===== src/rtl/equeue_pkg.sv =====
// Shared defaults and the issue-queue entry record for equeue_param.
package equeue_pkg;

    localparam int DEF_DEPTH  = 4;
    localparam int DEF_OPC_W  = 6;
    localparam int DEF_TAG_W  = 6;
    localparam int DEF_DATA_W = 32;

    typedef struct packed {
        logic [DEF_OPC_W-1:0]  opcode;
        logic [DEF_TAG_W-1:0]  rdtag;
        logic [DEF_TAG_W-1:0]  rstag;
        logic [DEF_TAG_W-1:0]  rttag;
        logic [DEF_DATA_W-1:0] rsdata;
        logic [DEF_DATA_W-1:0] rtdata;
        logic                  rsvalid;
        logic                  rtvalid;
    } entry_t;

endpackage


===== src/rtl/equeue_wakeup.sv =====
// One-operand CDB wakeup: tag compare plus data/valid capture.
module equeue_wakeup
    import equeue_pkg::*;
#(
    parameter int TAG_W  = DEF_TAG_W,
    parameter int DATA_W = DEF_DATA_W
) (
    input  logic              cdb_valid,
    input  logic [TAG_W-1:0]  cdb_tag,
    input  logic [DATA_W-1:0] cdb_data,
    input  logic [TAG_W-1:0]  op_tag,
    input  logic [DATA_W-1:0] op_data,
    input  logic              op_valid,
    output logic [DATA_W-1:0] out_data,
    output logic              out_valid
);

    logic hit;

    always_comb begin
        hit       = cdb_valid & ~op_valid & (cdb_tag == op_tag);
        out_valid = op_valid | hit;
        out_data  = hit ? cdb_data : op_data;
    end

endmodule


===== src/rtl/equeue_param.sv =====
// Parametrised collapsing issue queue: oldest-ready select, gap-free compaction, CDB wakeup.
module equeue_param
    import equeue_pkg::*;
#(
    parameter int DEPTH  = DEF_DEPTH,
    parameter int OPC_W  = DEF_OPC_W,
    parameter int TAG_W  = DEF_TAG_W,
    parameter int DATA_W = DEF_DATA_W,
    parameter int CNT_W  = $clog2(DEPTH + 1)
) (
    input  logic              clk,
    input  logic              reset_n,
    input  logic              dispatch_en,
    input  logic [OPC_W-1:0]  dispatch_opcode,
    input  logic [TAG_W-1:0]  dispatch_rdtag,
    input  logic [TAG_W-1:0]  dispatch_rstag,
    input  logic [TAG_W-1:0]  dispatch_rttag,
    input  logic [DATA_W-1:0] dispatch_rsdata,
    input  logic [DATA_W-1:0] dispatch_rtdata,
    input  logic              dispatch_rsvalid,
    input  logic              dispatch_rtvalid,
    output logic              dispatch_ready,
    input  logic              cdb_valid,
    input  logic [TAG_W-1:0]  cdb_tag,
    input  logic [DATA_W-1:0] cdb_data,
    input  logic              flush,
    output logic              issue_valid,
    output logic [OPC_W-1:0]  issue_opcode,
    output logic [TAG_W-1:0]  issue_rdtag,
    output logic [DATA_W-1:0] issue_rsdata,
    output logic [DATA_W-1:0] issue_rtdata,
    input  logic              issue_ack,
    output logic [CNT_W-1:0]  count,
    output logic              empty,
    output logic              full
);

    localparam int IDX_W = $clog2(DEPTH);

    // Same field order as equeue_pkg::entry_t, sized by the instance parameters.
    typedef struct packed {
        logic [OPC_W-1:0]  opcode;
        logic [TAG_W-1:0]  rdtag;
        logic [TAG_W-1:0]  rstag;
        logic [TAG_W-1:0]  rttag;
        logic [DATA_W-1:0] rsdata;
        logic [DATA_W-1:0] rtdata;
        logic              rsvalid;
        logic              rtvalid;
    } ent_t;

    ent_t             entry_q [DEPTH];
    ent_t             entry_d [DEPTH];
    ent_t             woken   [DEPTH+1];
    ent_t             sel_ent;
    ent_t             src;
    logic [CNT_W-1:0] count_q, count_d, wr_idx;
    logic [DEPTH-1:0] ready;
    logic             any_ready, issue_fire, dispatch_fire;
    logic [IDX_W-1:0] sel_idx;

    logic [TAG_W-1:0]  rs_tag_in   [DEPTH+1];
    logic [TAG_W-1:0]  rt_tag_in   [DEPTH+1];
    logic [DATA_W-1:0] rs_data_in  [DEPTH+1];
    logic [DATA_W-1:0] rt_data_in  [DEPTH+1];
    logic [DATA_W-1:0] rs_data_out [DEPTH+1];
    logic [DATA_W-1:0] rt_data_out [DEPTH+1];
    logic [DEPTH:0]    rs_valid_in, rt_valid_in, rs_valid_out, rt_valid_out;

    // Index DEPTH is the dispatch port; the rest are the stored entries.
    for (genvar g = 0; g <= DEPTH; g++) begin : g_wake
        if (g < DEPTH) begin : g_ent
            assign rs_tag_in[g]   = entry_q[g].rstag;
            assign rt_tag_in[g]   = entry_q[g].rttag;
            assign rs_data_in[g]  = entry_q[g].rsdata;
            assign rt_data_in[g]  = entry_q[g].rtdata;
            assign rs_valid_in[g] = entry_q[g].rsvalid;
            assign rt_valid_in[g] = entry_q[g].rtvalid;
        end else begin : g_disp
            assign rs_tag_in[g]   = dispatch_rstag;
            assign rt_tag_in[g]   = dispatch_rttag;
            assign rs_data_in[g]  = dispatch_rsdata;
            assign rt_data_in[g]  = dispatch_rtdata;
            assign rs_valid_in[g] = dispatch_rsvalid;
            assign rt_valid_in[g] = dispatch_rtvalid;
        end

        equeue_wakeup #(.TAG_W(TAG_W), .DATA_W(DATA_W)) u_rs (
            .cdb_valid (cdb_valid),
            .cdb_tag   (cdb_tag),
            .cdb_data  (cdb_data),
            .op_tag    (rs_tag_in[g]),
            .op_data   (rs_data_in[g]),
            .op_valid  (rs_valid_in[g]),
            .out_data  (rs_data_out[g]),
            .out_valid (rs_valid_out[g])
        );

        equeue_wakeup #(.TAG_W(TAG_W), .DATA_W(DATA_W)) u_rt (
            .cdb_valid (cdb_valid),
            .cdb_tag   (cdb_tag),
            .cdb_data  (cdb_data),
            .op_tag    (rt_tag_in[g]),
            .op_data   (rt_data_in[g]),
            .op_valid  (rt_valid_in[g]),
            .out_data  (rt_data_out[g]),
            .out_valid (rt_valid_out[g])
        );
    end

    always_comb begin
        any_ready = 1'b0;
        sel_idx   = '0;
        for (int unsigned i = 0; i < DEPTH; i++) begin
            ready[i] = (CNT_W'(i) < count_q) && entry_q[i].rsvalid && entry_q[i].rtvalid;
            if (ready[i] && !any_ready) begin
                any_ready = 1'b1;
                sel_idx   = IDX_W'(i);
            end
        end
        sel_ent = entry_q[sel_idx];
    end

    always_comb begin
        issue_valid    = any_ready & ~flush;
        issue_fire     = issue_valid & issue_ack;
        full           = (count_q == CNT_W'(DEPTH));
        empty          = (count_q == '0);
        dispatch_ready = ~flush & (~full | issue_fire);
        dispatch_fire  = dispatch_en & dispatch_ready;
        count          = count_q;
        issue_opcode   = issue_valid ? sel_ent.opcode : '0;
        issue_rdtag    = issue_valid ? sel_ent.rdtag  : '0;
        issue_rsdata   = issue_valid ? sel_ent.rsdata : '0;
        issue_rtdata   = issue_valid ? sel_ent.rtdata : '0;
    end

    always_comb begin
        for (int unsigned i = 0; i < DEPTH; i++) begin
            woken[i]         = entry_q[i];
            woken[i].rsdata  = rs_data_out[i];
            woken[i].rsvalid = rs_valid_out[i];
            woken[i].rtdata  = rt_data_out[i];
            woken[i].rtvalid = rt_valid_out[i];
        end
        woken[DEPTH].opcode  = dispatch_opcode;
        woken[DEPTH].rdtag   = dispatch_rdtag;
        woken[DEPTH].rstag   = dispatch_rstag;
        woken[DEPTH].rttag   = dispatch_rttag;
        woken[DEPTH].rsdata  = rs_data_out[DEPTH];
        woken[DEPTH].rtdata  = rt_data_out[DEPTH];
        woken[DEPTH].rsvalid = rs_valid_out[DEPTH];
        woken[DEPTH].rtvalid = rt_valid_out[DEPTH];
    end

    // Slots at/above the issued one shift down; slots past the new count are zeroed so
    // stale contents (including spurious wakeups of vacant slots) never linger.
    always_comb begin
        count_d = flush ? '0 : count_q + CNT_W'(dispatch_fire) - CNT_W'(issue_fire);
        wr_idx  = count_q - CNT_W'(issue_fire);
        src     = '0;
        for (int unsigned i = 0; i < DEPTH; i++) begin
            src = woken[i];
            if (issue_fire && (IDX_W'(i) >= sel_idx)) begin
                src = woken[i+1];
            end
            if (dispatch_fire && (CNT_W'(i) == wr_idx)) begin
                src = woken[DEPTH];
            end
            entry_d[i] = (!flush && (CNT_W'(i) < count_d)) ? src : '0;
        end
    end

    always_ff @(posedge clk or negedge reset_n) begin
        if (!reset_n) begin
            count_q <= '0;
            for (int unsigned i = 0; i < DEPTH; i++) begin
                entry_q[i] <= '0;
            end
        end else begin
            count_q <= count_d;
            for (int unsigned i = 0; i < DEPTH; i++) begin
                entry_q[i] <= entry_d[i];
            end
        end
    end

endmodule


===== config.mk =====
export PLATFORM = sky130hd
export DESIGN_NAME = equeue_param
export DESIGN_NICKNAME = d
export VERILOG_FILES = /design/src/rtl/equeue_pkg.sv /design/src/rtl/equeue_wakeup.sv /design/src/rtl/equeue_param.sv
export SDC_FILE = /design/constraint.sdc
export NUM_CORES = 1
export LEC_CHECK = 0
export BUFFER_PORTS_ARGS = -buffer_cell sky130_fd_sc_hd__buf_2
export CAP_MARGIN = 10
export CELL_PAD_IN_SITES_DETAIL_PLACEMENT = 0
export CELL_PAD_IN_SITES_GLOBAL_PLACEMENT = 1
export CORE_ASPECT_RATIO = 0.6
export CORE_MARGIN = 4
export CORE_UTILIZATION = 40
export CTS_BUF_LIST = sky130_fd_sc_hd__clkbuf_8
export DETAILED_ROUTE_END_ITERATION = 16
export PLACE_DENSITY_LB_ADDON = 0.1
export RECOVER_POWER = 50
export SKIP_CTS_REPAIR_TIMING = 1
export SYNTH_ARGS = -nofsm -noshare
export SYNTH_HDL_FRONTEND = slang
export SYNTH_SLANG_ARGS = --single-unit
export TNS_END_PERCENT = 1

===== constraint.sdc =====
create_clock -name clk -period 6.1 [get_ports clk]
set_clock_uncertainty 0.1 [all_clocks]
set_input_delay 0 -clock clk [delete_from_list [all_inputs] [get_ports clk]]
set_output_delay 0 -clock clk [all_outputs]
set_load 0.01 [all_outputs]

; Yosys cells after proc, flatten, opt, wreduce, memory -nomap -nowiden
; Index checks and enable logic that the tools add are counted.
; Widths: inputs -> output; s select.
[word_totals]
memories = 0
rom_bits = 0
output_inout_bits = 83
wordCells = 183
ramBits = 0
in_bits = 134
latchBits = 0
register_bits = 363
[op_classes]
mux = 37
n_bitwise = 48
n_reduce_logical = 29
n_shift = 0
div_mod_pow = 0
add_sub_neg = 3
eq_ne = 20
mul = 0
order_cmp = 13
[op_table]
columns = operator, count
row1 = $mux 90, 14
row2 = $mux 32, 12
row3 = $bmux 90 s2, 1
row4 = $eq 6x6->1, 10
row5 = $and 1x1->1, 24
row6 = $logic_and 1x1->1, 23
row7 = $lt 1x3->1 const A, 4
row8 = $lt 2x3->1 const A, 4
row9 = $mux 6, 2
row10 = $ne 3x3->1 const B, 4
row11 = $not 1->1, 12
row12 = $or 1x1->1, 11
row13 = $ne 4x3->1 const B, 2
row14 = $eq 2x3->1 const A, 2
row15 = $logic_not 3->1, 2
row16 = $sub 3x1->3, 2
row17 = $mux 1, 5
row18 = $ge 1x2->1 const A, 2
row19 = $ge 2x2->1 const A, 2
row20 = $logic_not 1->1, 4
row21 = $mux 2, 2
row22 = $add 3x1->3, 1
row23 = $eq 1x3->1 const A, 1
row24 = $eq 3x3->1 const B, 1
row25 = 3 further kinds, 3

; Longest topological paths before layout
; Gate-level depths: netlist of run 1.
[depth]
ltp_word = 24
depth_mapped = 20
mapped_depth_nobuf = 17

; Modules after synthesis
; Synthesis of run 1 repeated with hierarchy kept, for this count alone.
[unflattened]
cells_unflattened = 2694
area_unflattened_um2 = 25424.4
[by_module_without_submodules]
columns = mod, area_per_inst_um2, cells_per_inst, instances, seq_area_each_um2
row1 = equeue_param, 19556.3, 2244, 1, 9083.7
row2 = equeue_wakeup, 586.8, 45, 10, 0.0

; Worst setup path before layout of run 1
; OpenSTA, ideal clock, no wires.
[synth_timing]
path_type = reg-to-reg
startpoint = register count_q[1], in the netlist count[1]
endpoint = register entry_q[126] (netlist bit)
path_stages_with_launch = 21
setup_time_ns = 0.142
required_time_ns = 5.858
arrival_ns = 4.216
period_less_slack_ns = 4.458
n_path_buf = 3
slack_ns = 1.642
path_cell_list = dfrtp_1 inv_1 ha_1 and3b_1 a21oi_2 a311oi_4 inv_1 ha_1 inv_1 ha_1 fa_1 xor2_1 or2_2 buf_2 inv_1 a21oi_1 inv_1 nand2b_1 buf_2 clkbuf_1 o32ai_1
[synth_rtl]
columns = element, line
row1 = from (decl), equeue_param.sv:57  ; logic [CNT_W-1:0] count_q, count_d, wr_idx;
row2 = from (signal assigned), equeue_param.sv:181  ; count_q <= count_d;
row3 = "to (signal, indexed assignment)", equeue_param.sv:183  ; entry_q[i] <= entry_d[i];
row4 = to (decl), equeue_param.sv:52  ; ent_t entry_q [DEPTH];

==> results.tsv, run 1 <==
stage	metric	value	unit
outcome	status	complete, but fails checks	
outcome	violations	capacitance limit, slew limit	
cells_and_area	final_area	0.0269	mm²
worst_setup_path	path_class	flop to flop	
sta	setup_slack	0.477	ns
die	core_area	0.0547	mm²
logic_synthesis	synth.yosys.seq_area_share	40.8	%
grt	antenna_found_initial	2	
cells_and_area	layout-drive-gt1-share	16.0	%
clock_network	cts_tree	done	
grt	grt_pass1_vias	20040	
worst_setup_path	crit_chain	inv_1 > ha_1 > and3b_1 > a21oi_2 > a311oi_4 > inv_1 > ha_1 > inv_1 > ha_1 > fa_1 > xor2_1 > or2_2 > inv_1 > a21oi_2 > inv_1 > nand2b_2 > buf_4 > o32ai_1 > dlygate4sd3_1	
cells_and_area	fill_cells	5168	
worst_setup_path	rr_worst_depth	19	
placed_design	globalplace.congestion	0.862	
placed_design	hpwlAfterDp	51300	µm
worst_setup_path	cp_top_family	buffers and inverters	
clock_network	cts-root-buf	clkbuf_8	
clock_network	clk_pin_slew_worst_paths	0.06	ns
worst_setup_path	crit_start	count[1]	
die	die_h	191	µm
logic_synthesis	synth.net_count	2439	
die	die_area	0.0597	mm²
logic_synthesis	synth_cell_types	59	
logic_synthesis	synth_edf_count	0	
pwr	ir_drop	196	µV
worst_setup_path	worstReg2RegStart	count[1]	
die	die_w	313	µm
drt	drtAntennaViolNets	0	
worst_setup_path	crit_buf_inv	7	
grt	grt_pass1_wl	131000	µm
worst_setup_path	rrSetupSlack	0.48	ns
pwr	p_leak	0.0117	µW
sta	post-route-min-period	5.62	ns
sta	finalCritPeriodShare	92.2	%
sta	clock.fmax	0.178	GHz
sta	rsz0062_at_grt	no	
sta	setup_viol	0	
pwr	powerDensity	214	mW/mm²
placed_design	io_buffers	216	
flow_run	maxCapViolCount	5	
worst_setup_path	reg2reg_to	entry_q[112]	
logic_synthesis	syn_inst	2298	
sta	finalMaxSlewViolations	418	
logic_synthesis	yosysWarnings	0	
sta	max_slew_margin	-188	%
cells_and_area	finish.utilization	49.2	%
die	io_pins	217	
logic_synthesis	avgSynthCellArea	9.69	µm²
cells_and_area	area_growth	20.7	%
placed_design	pre_cts_slack	1.02	ns
sta	fin_setup_tns	0	ns
die	initial_utilization	40.7	%
clock_network	cts.sinks	363	
worst_hold_path	hp-class	primary input to flop	
drt	vias	20810	
worst_setup_path	arrival	6.11	ns
drt	drt-vias-per-instance	6.16	
logic_synthesis	synthFlopType	dfrtp_1	
drt	firstDrtPassIters	5	
logic_synthesis	synthesis.area	0.0223	mm²
worst_setup_path	path_max_fanout	27	
drt	drt-total-wl	90100	µm
drt	drt_iter0_markers	1934	
sta	finalHoldViolCount	0	
grt	grt_usage	28.5	%
worst_setup_path	crit_top_cell	inv_1	
logic_synthesis	async_flop_share	100	%
drt	wl_per_cell	26.7	µm
clock_network	insertion_delay	0.65	ns
worst_setup_path	slowest_delay	0.60	ns
clock_network	cts-buffers-inserted	59	
drt	drcViolationCount	0	
grt	grt_start_max_net_pins	166	
die	row_count	66	
worst_setup_path	start_kind	flop	
worst_setup_path	endpoint	entry_q[112]	
cells_and_area	final_nets	2720	
grt	grt_overflow	0	
sta	tightest_slew	4.32	ns
cells_and_area	n_antenna_cell	0	
placed_design	placed_area	0.0237	mm²
clock_network	clk_path_buf_depth	3	
worst_setup_path	path_depth	19	
clock_network	h-tree-depth	2	
worst_setup_path	critPathCaptureType	flop	
worst_setup_path	slowest_stage	dlygate4sd3_1	
logic_synthesis	ys_ff_latch	363	
worst_setup_path	critPathRequiredTime	6.58	ns
## power by group
group | leakage [µW] | total, µW | internal [µW] | switching, µW
registers | 0.00504 | 2570 | 2510 | 61.1
logic | 0.00594 | 974 | 334 | 640
clock network | 0.000727 | 2220 | 1140 | 1080
## cells in the final DEF (no fill, tap or decap), types with 35 or more instances in the layout
master,count
xor2_1,36
nand2_1,263
nor2b_1,67
a311oi_1,50
clkbuf_1,38
buf_4,42
clkbuf_8,78
o32ai_1,118
buf_2,180
o22ai_1,204
nor2_1,233
a211oi_2,60
dfrtp_1,363
nand3_1,44
inv_1,35
mux2i_1,360
dlygate4sd3_1,204
a32o_1,64
## stage by stage
step	hold slack (ns)	power (µW)	std cells
after CTS	-0.773	5720	3172
after detailed placement	-0.0697	3480	3061
after global routing	0.0867	6000	3377
final	0.0831	5770	3377
after floorplan	-0.396	3110	2298
after global placement	-0.0723	3470	3061
## tightest hold or removal path: stages
cell      delay, ns
buf_2          0.22
xor2_1         0.21
nor4_1         0.11
o211ai_1       0.16
a21oi_1        0.07
## per-layer routing
layer | track usage [%] | vias to the layer above | wire length (µm) | part of all wire, %
met5 | 0 | - | 0 | 0
met4 | 6.61 | 0 | 1670 | 1.9
met3 | 5.73 | 141 | 7460 | 8.3
met2 | 43.0 | 912 | 39400 | 44
met1 | 42.1 | 10630 | 41500 | 46
li1 | - | 9127 | - | -
## registers in the layout, indices dropped and copies added (netlist names)
name / flops
count: 3
entry_q: 360
## logic make-up after synthesis
family,Yosys count,share of synthesized area (%)
compound gates,564,21.4
fa+ha+maj,7,0.427
buf+inv,262,5.22
flops,363,40.8
mux,364,16.4
simple gates,675,13.2
xor+xnor,63,2.48
## cell usage after synthesis (all sizes together), types with 2 or more instances
| cell type | n | area [µm²] |
|---|---|---|
| a211oi | 88 | 961 |
| o22ai | 204 | 1280 |
| and3 | 7 | 43.8 |
| dfrtp | 363 | 9080 |
| nor4 | 8 | 80.1 |
| xnor2 | 27 | 236 |
| xor2 | 36 | 315 |
| ha | 6 | 75.1 |
| nand3 | 45 | 230 |
| a21o | 2 | 15.0 |
| inv | 12 | 45.1 |
| nor2b | 67 | 419 |
| nor3b | 2 | 15.0 |
| or4b | 2 | 20.0 |
| a311oi | 51 | 464 |
| nand2b | 14 | 87.6 |
| buf | 106 | 578 |
| nand3b | 2 | 15.0 |
| o311ai | 4 | 35.0 |
| or2 | 4 | 25.0 |
| clkbuf | 144 | 541 |
| nand2 | 271 | 1020 |
| a21oi | 11 | 58.8 |
| o21ai | 2 | 13.8 |
| nor3 | 7 | 45.0 |
| nand4 | 5 | 31.3 |
| nor2 | 236 | 886 |
| mux2i | 362 | 3630 |
| a31oi | 4 | 61.3 |
| o32ai | 128 | 1200 |
| or3 | 4 | 25.0 |
| mux2 | 2 | 22.5 |
| a32o | 64 | 641 |
## worst min-delay path by stage
stage / start / cells past startpoint / to
2_1_floorplan: reset_n / 0 / count[0]
3_3_place_gp: reset_n / 1 / entry_q[246]
3_5_place_dp: reset_n / 1 / entry_q[246]
4_1_cts: reset_n / 1 / entry_q[180]
5_1_grt: cdb_tag[0] / 5 / entry_q[271]
6_report: cdb_tag[0] / 5 / entry_q[271]
## final cells by class
type,count,area (µm²),area share [%]
clock buffers,78,1070,3.99
clock inverters,33,140,0.521
inverters,12,45.0,0.168
multi-input cells,1673,12100,45.1
flip-flops and latches,363,9080,33.8
well taps,748,936,3.48
repair buffers,470,3490,13.0
No activity file was read; power rests on OpenSTA's default activity.
==> run 2: changes to the inputs <==
CELL_PAD_IN_SITES_DETAIL_PLACEMENT = 1   (was 0)
==> run 2 against run 1 <==
Effect of this change: largest power group unchanged; the run still ends with capacitance limit, slew limit left; highest routed layer unchanged; worst setup slack improved by 0.037 ns; clock power up 5%; flip-flop and latch count unchanged; hold slack worse by 0.053 ns; utilization rose by 0.25 points; register-to-register slack better by 0.04 ns; via count is 2.7% higher.
==> results.tsv, run 2 (same netlist as run 1, synthesis figures left out) <==
stage	metric	value	unit
outcome	status	complete, but fails checks	
outcome	violations	capacitance limit, slew limit	
clock_network	clk_pin_slew_worst_paths	0.07	ns
cells_and_area	regMostFlops	entry_q	
drt	wl_per_cell	28.2	µm
die	die_area	0.0597	mm²
sta	rsz0062_at_grt	no	
cells_and_area	final_area	0.0270	mm²
clock_network	clk_path_buf_depth	3	
worst_setup_path	crit_buf_inv	7	
clock_network	h-tree-depth	2	
die	core_area	0.0547	mm²
worst_setup_path	critPathRequiredTime	6.62	ns
sta	setup_viol	0	
pwr	powerDensity	218	mW/mm²
cells_and_area	layout-drive-gt1-share	15.9	%
die	die_w	313	µm
drt	vias	21382	
die	io_pins	217	
flow_run	maxCapViolCount	5	
sta	fin_setup_tns	0	ns
placed_design	io_buffers	216	
worst_setup_path	path_max_fanout	27	
clock_network	cts.sinks	363	
clock_network	insertion_delay	0.68	ns
worst_setup_path	crit_top_cell	inv_1	
drt	firstDrtPassIters	5	
worst_setup_path	slowest_stage	dlygate4sd3_1	
worst_setup_path	cp_top_family	buffers and inverters	
cells_and_area	final_cell_mix	dfrtp_1 (363), mux2i_1 (360), nand2_1 (263)	
sta	max_slew_margin	-183	%
sta	clock.fmax	0.179	GHz
worst_setup_path	slowest_delay	0.60	ns
die	die_h	191	µm
sta	finalHoldViolCount	0	
worst_setup_path	crit_chain	inv_1 > ha_1 > and3b_1 > a21oi_2 > a311oi_4 > inv_1 > ha_1 > inv_1 > ha_1 > fa_1 > xor2_1 > or2_2 > inv_1 > a21oi_2 > inv_1 > nand2b_2 > buf_4 > o32ai_1 > dlygate4sd3_1	
placed_design	globalplace.congestion	0.862	
drt	drt-vias-per-instance	6.31	
grt	grt_pass1_wl	140000	µm
worst_setup_path	path_class	flop to flop	
worst_setup_path	arrival	6.11	ns
grt	grt_overflow	0	
cells_and_area	largest_register_ffs	360	
drt	drcViolationCount	0	
cells_and_area	fill_cells	6166	
grt	grt_pass1_vias	21917	
clock_network	cts_tree	done	
pwr	p_leak	0.0118	µW
cells_and_area	area_growth	21.3	%
worst_setup_path	start_kind	flop	
drt	drt_iter0_markers	1925	
worst_hold_path	hp-class	primary input to flop	
clock_network	cts-buffers-inserted	61	
die	row_count	66	
sta	finalCritPeriodShare	91.6	%
cells_and_area	final_common_cell	dfrtp_1	
worst_setup_path	critPathCaptureType	flop	
grt	grt_start_max_net_pins	166	
sta	post-route-min-period	5.59	ns
cells_and_area	final_nets	2733	
sta	finalMaxSlewViolations	418	
placed_design	placed_area	0.0237	mm²
pwr	ir_drop	134	µV
sta	tightest_slew	4.24	ns
placed_design	hpwlAfterDp	55600	µm
drt	drtAntennaViolNets	0	
clock_network	cts-root-buf	clkbuf_8	
grt	grt_usage	30.2	%
grt	antenna_found_initial	3	
die	initial_utilization	40.7	%
drt	drt-total-wl	95300	µm
-- run 2: final timing paths --
path / startpoint / to / slack, ns / cells past startpoint
worst min-delay path: cdb_tag[0] / entry_q[271] / 0.03 / 5
max in group asynchronous: reset_n / entry_q[291] / 0.99 / 4
min in group asynchronous: reset_n / entry_q[13] / 2.25 / 4
worst max-delay path: count[1] / entry_q[110] / 0.51 / 19
worst max register to register: count[1] / entry_q[110] / 0.51 / 19
worst min register to register: entry_q[307] / entry_q[307] / 0.40 / 1
-- run 2: worst register-to-register path, stage by stage (launching register included) --
cell	delay, ns
dfrtp_1	0.44
inv_1	0.12
ha_1	0.28
and3b_1	0.27
a21oi_2	0.14
a311oi_4	0.55
inv_1	0.10
ha_1	0.29
inv_1	0.04
ha_1	0.19
fa_1	0.40
xor2_1	0.18
or2_2	0.29
inv_1	0.18
a21oi_2	0.06
inv_1	0.13
nand2b_2	0.51
buf_4	0.51
o32ai_1	0.16
dlygate4sd3_1	0.60
-- run 2: stage by stage --
stage	cells	power, µW	setup slack [ns]	hold slack [ns]	utilization, %
after floorplan	2298	3110	1.64	-0.396	-
after global placement	3061	3470	1.14	-0.0723	43.4
after detailed placement	3061	3500	1.06	-0.0688	43.4
after CTS	3168	5800	1.02	-0.796	45.6
after global routing	3385	6100	0.176	0.0578	49.4
final	3386	5880	0.514	0.0303	49.4
-- run 2: layout make-up --
cell class / instances / area [µm²] / area share [%]
clock inverters: 28 / 151 / 0.560
inverters: 12 / 45.0 / 0.167
flip-flops and latches: 363 / 9080 / 33.6
diodes: 2 / 5.00 / 0.0185
multi-input cells: 1673 / 12100 / 44.8
well taps: 748 / 936 / 3.46
repair buffers: 481 / 3600 / 13.3
clock buffers: 79 / 1090 / 4.02
-- run 2: routing by layer --
| layer | routed length (µm) | global-route usage, % | vias to the layer above |
|---|---|---|---|
| met3 | 6730 | 5.76 | 165 |
| met1 | 43500 | 43.4 | 11197 |
| li1 | - | - | 9170 |
| met4 | 2340 | 9.14 | 0 |
| met5 | 0 | 0 | - |
| met2 | 42700 | 46.3 | 850 |
-- run 2: report_power, final --
part	leakage [µW]	switching (µW)	internal, µW
Clock	0.000718	1130	1190
Sequential	0.00504	64.7	2510
Combinational	0.00600	655	337
Total	0.0118	1850	4040
